[src/rtl/fp_adder_arbiter_pkg.sv]
// Shared types and constants for the floating-point adder arbiter.
// The watchdog build option is FPA_WATCHDOG_EN (see fp_adder_arbiter.sv).
package fp_adder_arbiter_pkg;

  typedef enum logic [2:0] {
    ST_IDLE  = 3'd0,
    ST_ISSUE = 3'd1,
    ST_CLEAR = 3'd2,
    ST_WAIT  = 3'd3,
    ST_RESP  = 3'd4
  } arb_state_e;

  // Quiet NaN returned when the watchdog gives up on the adder.
  localparam logic [31:0] QNAN = 32'h7FC00000;

  // Bit positions inside RspFlags = {Timeout, Nan, Inf, Zero}.
  localparam int FLAG_ZERO    = 0;
  localparam int FLAG_INF     = 1;
  localparam int FLAG_NAN     = 2;
  localparam int FLAG_TIMEOUT = 3;

endpackage

[src/rtl/fp_adder_arbiter_rr_picker.sv]
// Round-robin picker: first asserted request at or after ptr, wrapping.
module fp_adder_arbiter_rr_picker #(
  parameter  int N  = 4,
  localparam int IW = (N > 1) ? $clog2(N) : 1
) (
  input  logic [N-1:0]  req,
  input  logic [IW-1:0] ptr,
  output logic [N-1:0]  grant,
  output logic [IW-1:0] idx,
  output logic          any
);

  function automatic int wrap(input int v);
    return (v >= N) ? v - N : v;
  endfunction

  // Scan N positions starting at ptr; the first hit wins.
  always_comb begin
    grant = '0;
    idx   = '0;
    any   = 1'b0;
    for (int i = 0; i < N; i++) begin
      if (!any && req[wrap(int'(ptr) + i)]) begin
        any = 1'b1;
        idx = IW'(wrap(int'(ptr) + i));
      end
    end
    if (any) grant[idx] = 1'b1;
  end

endmodule

[src/rtl/fp_adder_arbiter.sv]
// Shares one multi-cycle FloatingPointAdder among NREQ requesters.
// One operation in flight: IDLE -> ISSUE -> CLEAR -> WAIT -> RESP -> IDLE.
// Handshake: a requester holds ReqValid until it sees its one-cycle
// ReqGrant, then drops or replaces it; the operands were captured on the
// cycle before ReqGrant is visible. RspValid is a one-cycle pulse to the
// granted requester only, with RspResult/RspFlags valid in that cycle.
// Build option FPA_WATCHDOG_EN: give up after TIMEOUT cycles in CLEAR/WAIT
// and answer with a quiet NaN and the Timeout flag.
module fp_adder_arbiter
  import fp_adder_arbiter_pkg::*;
#(
  parameter  int NREQ    = 4,
  parameter  int TIMEOUT = 64,
  localparam int IDW     = (NREQ > 1) ? $clog2(NREQ) : 1
) (
  input  logic               Clock,
  input  logic               Reset,
  input  logic [NREQ-1:0]    ReqValid,
  input  logic [NREQ*32-1:0] ReqA,
  input  logic [NREQ*32-1:0] ReqB,
  output logic [NREQ-1:0]    ReqGrant,
  output logic [NREQ-1:0]    RspValid,
  output logic [31:0]        RspResult,
  output logic [3:0]         RspFlags,
  output logic               Busy,
  output logic               AddGo,
  output logic [31:0]        AddA,
  output logic [31:0]        AddB,
  input  logic [31:0]        AddResult,
  input  logic               AddReady,
  input  logic               AddZero,
  input  logic               AddInf,
  input  logic               AddNan,
  output logic [2:0]         DbgState
);

  arb_state_e      state_q, state_d;
  logic [IDW-1:0]  ptr_q, ptr_d;
  logic [IDW-1:0]  id_q, id_d;
  logic [31:0]     opa_q, opa_d;
  logic [31:0]     opb_q, opb_d;
  logic [NREQ-1:0] grant_q, grant_d;
  logic [31:0]     result_q, result_d;
  logic [3:0]      flags_q, flags_d;

  logic [NREQ-1:0] pick_grant;
  logic [IDW-1:0]  pick_idx;
  logic            pick_any;

`ifdef FPA_WATCHDOG_EN
  localparam int CW = $clog2(TIMEOUT + 1);
  logic [CW-1:0] cnt_q, cnt_d;
`else
  logic unused_cfg;
  assign unused_cfg = ^{QNAN, 32'(TIMEOUT), 32'(FLAG_TIMEOUT)};
`endif

  fp_adder_arbiter_rr_picker #(.N(NREQ)) u_picker (
    .req   (ReqValid),
    .ptr   (ptr_q),
    .grant (pick_grant),
    .idx   (pick_idx),
    .any   (pick_any)
  );

  // Next-state, capture and pointer logic.
  always_comb begin
    state_d  = state_q;
    ptr_d    = ptr_q;
    id_d     = id_q;
    opa_d    = opa_q;
    opb_d    = opb_q;
    grant_d  = '0;
    result_d = result_q;
    flags_d  = flags_q;
`ifdef FPA_WATCHDOG_EN
    cnt_d    = cnt_q;
`endif
    case (state_q)
      ST_IDLE: begin
        if (pick_any) begin
          grant_d = pick_grant;
          id_d    = pick_idx;
          opa_d   = ReqA[pick_idx*32 +: 32];
          opb_d   = ReqB[pick_idx*32 +: 32];
          ptr_d   = (pick_idx == IDW'(NREQ - 1)) ? '0 : pick_idx + 1'b1;
          state_d = ST_ISSUE;
        end
      end
      ST_ISSUE: begin
        state_d = ST_CLEAR;
`ifdef FPA_WATCHDOG_EN
        cnt_d   = '0;
`endif
      end
      // The adder drops Ready on the edge after Go; wait for that first.
      ST_CLEAR: if (!AddReady) state_d = ST_WAIT;
      ST_WAIT: begin
        if (AddReady) begin
          result_d           = AddResult;
          flags_d            = '0;
          flags_d[FLAG_ZERO] = AddZero;
          flags_d[FLAG_INF]  = AddInf;
          flags_d[FLAG_NAN]  = AddNan;
          state_d            = ST_RESP;
        end
      end
      ST_RESP: state_d = ST_IDLE;
      default: state_d = ST_IDLE;
    endcase
`ifdef FPA_WATCHDOG_EN
    if (state_q == ST_CLEAR || state_q == ST_WAIT) begin
      cnt_d = cnt_q + 1'b1;
      if (state_d != ST_RESP && cnt_q == CW'(TIMEOUT - 1)) begin
        state_d               = ST_RESP;
        result_d              = QNAN;
        flags_d               = '0;
        flags_d[FLAG_TIMEOUT] = 1'b1;
        flags_d[FLAG_NAN]     = 1'b1;
      end
    end
`endif
  end

  // State and datapath registers, cleared by synchronous reset.
  always_ff @(posedge Clock) begin
    if (Reset) begin
      state_q  <= ST_IDLE;
      ptr_q    <= '0;
      id_q     <= '0;
      opa_q    <= '0;
      opb_q    <= '0;
      grant_q  <= '0;
      result_q <= '0;
      flags_q  <= '0;
`ifdef FPA_WATCHDOG_EN
      cnt_q    <= '0;
`endif
    end else begin
      state_q  <= state_d;
      ptr_q    <= ptr_d;
      id_q     <= id_d;
      opa_q    <= opa_d;
      opb_q    <= opb_d;
      grant_q  <= grant_d;
      result_q <= result_d;
      flags_q  <= flags_d;
`ifdef FPA_WATCHDOG_EN
      cnt_q    <= cnt_d;
`endif
    end
  end

  // Response strobe goes only to the captured requester ID.
  always_comb begin
    RspValid = '0;
    if (state_q == ST_RESP) RspValid[id_q] = 1'b1;
  end

  assign ReqGrant  = grant_q;
  assign RspResult = result_q;
  assign RspFlags  = flags_q;
  assign Busy      = (state_q != ST_IDLE);
  assign AddGo     = (state_q == ST_ISSUE);
  assign AddA      = opa_q;
  assign AddB      = opb_q;
  assign DbgState  = state_q;

endmodule

[config.mk]
export PLATFORM = sky130hd
export DESIGN_NAME = fp_adder_arbiter
export DESIGN_NICKNAME = d
export VERILOG_FILES = /design/src/rtl/fp_adder_arbiter_pkg.sv /design/src/rtl/fp_adder_arbiter_rr_picker.sv /design/src/rtl/fp_adder_arbiter.sv
export SDC_FILE = /design/constraint.sdc
export NUM_CORES = 1
export LEC_CHECK = 0
export ABC_CLOCK_PERIOD_IN_PS = 2900
export CORE_AREA = 2 2 158 160
export DETAILED_ROUTE_END_ITERATION = 16
export DIE_AREA = 0 0 160 162
export HOLD_SLACK_MARGIN = 0.03
export SETUP_SLACK_MARGIN = 0.5
export SLEW_MARGIN = 5
export SYNTH_ARGS = -nofsm -noshare
export SYNTH_HDL_FRONTEND = slang
export SYNTH_HIERARCHICAL = 1
export SYNTH_SLANG_ARGS = --single-unit
export TNS_END_PERCENT = 5
[constraint.sdc]
create_clock -name Clock -period 2.9 [get_ports Clock]
set_input_delay 0.87 -clock Clock [delete_from_list [all_inputs] [get_ports Clock]]
set_output_delay 0.87 -clock Clock [all_outputs]
set_load 0.005 [all_outputs]
==> summary.md <==
| Metric | Value |
|---|---|
| Layout area overhead | `96.00%` |
| Most common cell after layout, fill and taps aside | `clkdlybuf4s50_1` |
| Psw | `~1.6 mW` |
| Seq/Total Area, Yosys | `about two fifths` |
| Root buffer cell | `clkbuf_16` |
| Cell internal pwr | `~3.9 mW` |
| Die Width | `around 160 µm` |
| Multi-input gate area | `slightly below 3000 µm²` |
| CTS Buffer Depth | `2` |
| Syn Nets | `around 760` |
| Port Buf Inserts | `409` |
| Cts hold-fix bufs | `0` |
| Count of final setup violators | `0` |
| Antenna violations before repair | `4` |
| GRT Total Usage | `18.06%` |
| EDFF count, synth | `0` |
| Setup tns final | `0 ns` |
| Worst r2r path cells | `7` |
| Worst Path Class, Setup | `flop to primary output` |
| WL/cell | `~20 µm` |
| Cells after DPL | `roughly 1200` |
| Post-Syn Area | `5319 µm²` |
| Seq pwr share | `between 30% and 40%` |
| Max Slew Vio Count | `0` |
| Die area | `25920 µm²` |
| Initial Util | `around 22%` |
| CP arrival | `approximately 1.7 ns` |
| First-pass GRT wire length | `35420 µm` |
| End point of the critical path | `RspValid[2]` |
| Outcome | `complete, no violations` |
| Post-route ant nets | `0` |
| Worst clock skew | `around 0.012 ns` |
| Ys flop type | `dfxtp_1` |
| Fin Hold WS | `0.4548 ns` |
| Clk sinks | `110` |
| Syn Inst Count | `around 460` |
| Power share of the combinational group | `a little over two fifths` |
| Worst-path fanout max | `10` |
| Worst setup SP type | `flop` |
| TritonCTS clock tree | `done` |
| Htree depth | `3` |
| Final GP Congestion | `slightly above 0.8` |
| Starting DRT DRC Count | `255` |
| Clock group share of total power | `approximately 22%` |
| Tightest Hold Check Type | `flop to flop` |
| Syn_area_per_cell | `roughly 12 µm²` |
| Num ports | `~410` |
| Asr flop ratio synth | `0%` |
| Post-route clock period utilization | `between 80 and 90%` |
| Synth Warn # | `6` |
| Avg Vias per Cell | `between 4 and 5` |
| Die H | `~160 µm` |
| Clock buffer count from CTS | `9` |
| Unrepaired setup endpoints after global routing | `yes` |
| GRT overflow | `0` |
| Max_cap viols | `0` |
| Largest net degree at the start of global routing | `41` |
| Clock transition at the registers of the reported paths | `roughly 0.080 ns` |
| Power Density | `~530 nW/µm²` |
| Commonest non-fill, non-tap cells in the layout | `clkdlybuf4s50_1 (402), dfxtp_1 (107), nand2_1 (73), mux4_2 (64), a22o_1 (64)` |
| CP Capture Type | `primary output` |
| VDD IR max | `between 300 and 400 µV` |
| Site Rows | `57` |
| Number of global-route vias before repair | `about 5800` |
| Minimum clock period | `about 2.5 ns` |
| Detailed placer's ending HPWL | `about 19000 µm` |
| Worst r2r src | `ptr_q[1]` |
| FF+latch count, synth | `110` |
| Vias post-DR | `5448` |
| Layout filler cell count | `about 2300` |
| Post-route insts no fill | `around 1200` |
| Register area | `approximately 2200 µm²` |
| FMAX | `between 0.3 and 0.4 GHz` |
| Pre-antenna DRT Iters | `4` |
| Critical Path Start | `DbgState[1]` |
| Worst Path Required | `between 2 and 2.5 ns` |
| Worst R2R Setup Slack | `~0.57 ns` |
| Endpoints failing hold | `0` |
| Count of cell types in the netlist | `39` |
| Share of cells above drive strength 1 | `between 10% and 20%` |
| Skew-Pair Late Insertion Delay | `between 0.3 and 0.4 ns` |
| Layout Nets | `~1200` |
| Final WL | `around 24000 µm` |
| Sw frac | `28.86%` |
| R2R Path End | `AddA[13]` |
| Drt drc | `0` |
| Core box area | `between 20000 and 25000 µm²` |
| Leakage | `3.817 nW` |
[cell families after synthesis]
family / after synthesis / synth area share [%]
buffers and inverters: 52 / 5.410
flip-flops: 110 / 41.40
AO/OA/AOI/OAI: 113 / 15.64
adder cells (fa/ha/maj): 1 / 0.2352
multiplexers: 68 / 27.85
other: 1 / 0.07050
AND/OR/NAND/NOR: 111 / 9.386
[how the worst min path moves through the flow]
| stage | from | cells past startpoint | end |
|---|---|---|---|
| after floorplan | RspFlags[0] | 2 | RspFlags[0] |
| after global placement | RspResult[3] | 2 | RspResult[3] |
| after detailed placement | RspResult[17] | 2 | RspResult[17] |
| after CTS | RspResult[0] | 2 | RspResult[0] |
| after global routing | RspResult[13] | 2 | RspResult[13] |
| final | RspResult[3] | 2 | RspResult[3] |
[registers in the layout, indices dropped and copies added, names as in the netlist]
name       count
ReqGrant       4
AddA          32
RspResult     32
DbgState       3
ptr_q          2
RspFlags       3
AddB          32
id_q           2
[synth_stat cells (2+ instances only)]
library cell / number / share of area [%]
dfxtp_1: 110 / 41
a21oi_1: 40 / 3.8
nand2b_1: 2 / 0.24
and2_1: 4 / 0.47
inv_1: 6 / 0.42
mux4_2: 64 / 27
mux2i_1: 4 / 0.75
buf_6: 3 / 0.64
o21ai_0: 2 / 0.19
a22o_1: 64 / 11
nand2_1: 73 / 5.2
nor3b_1: 2 / 0.28
nor3_1: 5 / 0.47
buf_2: 13 / 1.2
buf_4: 7 / 0.99
nor2_1: 14 / 0.99
clkbuf_1: 21 / 1.5
[power groups by stage]
stage,Combinational [mW],Clock [mW],Sequential (mW)
global route,2.54,1.32,1.91
global placement,2.25,0,1.90
floorplan,1.12,0,1.88
CTS,2.41,1.28,1.88
finish,2.38,1.22,1.88
detailed placement,2.26,0,1.91
[layer usage]
layer	up-vias	share of wire [%]	global-route usage, %
li1	2572	-	-
met3	15	9.0	6.971
met2	250	52	32.19
met1	2609	38	20.20
met5	-	0.054	0
met4	2	1.0	4.832
[stage by stage]
| step | power [mW] | setup slack (ns) | utilization (%) | cell area [µm²] |
|---|---|---|---|---|
| final | 5.478 | 0.3556 | 43.25 | 10430 |
| after global routing | 5.771 | 0.2416 | 43.25 | 10430 |
| after CTS | 5.564 | 0.2768 | 43.15 | 10400 |
| after detailed placement | 4.172 | -0.2093 | 41.25 | 9943 |
| after global placement | 4.148 | -0.1774 | 41.25 | 9943 |
| after floorplan | 3.006 | 0.3672 | - | 5394 |
[area by class of cell]
cell class	count	share of cell area, %
Tap cell	324	3.889
Multi-Input combinational cell	294	27.71
Inverter	6	0.2160
Timing Repair Buffer	454	44.30
Clock buffer	10	2.196
Antenna cell	3	0.07201
Sequential cell	110	21.18
Clock inverter	6	0.4321
[what timing repair did]
action	4_1_cts	5_1_grt
resized for setup	18	13
pin swaps	1	1
cloned	3	0
setup buffers	9	1
endpoints found under the hold margin	0	0
endpoints found under the setup margin	73	72
[worst max-delay path, cell delays in order (launching register included)]
cell and delay, ns:
dfxtp_4 0.39, nor2_2 0.16, nand3_1 0.13, nor2_1 0.11
clkdlybuf4s50_1 0.53
Power figures use the tool's default switching activity.
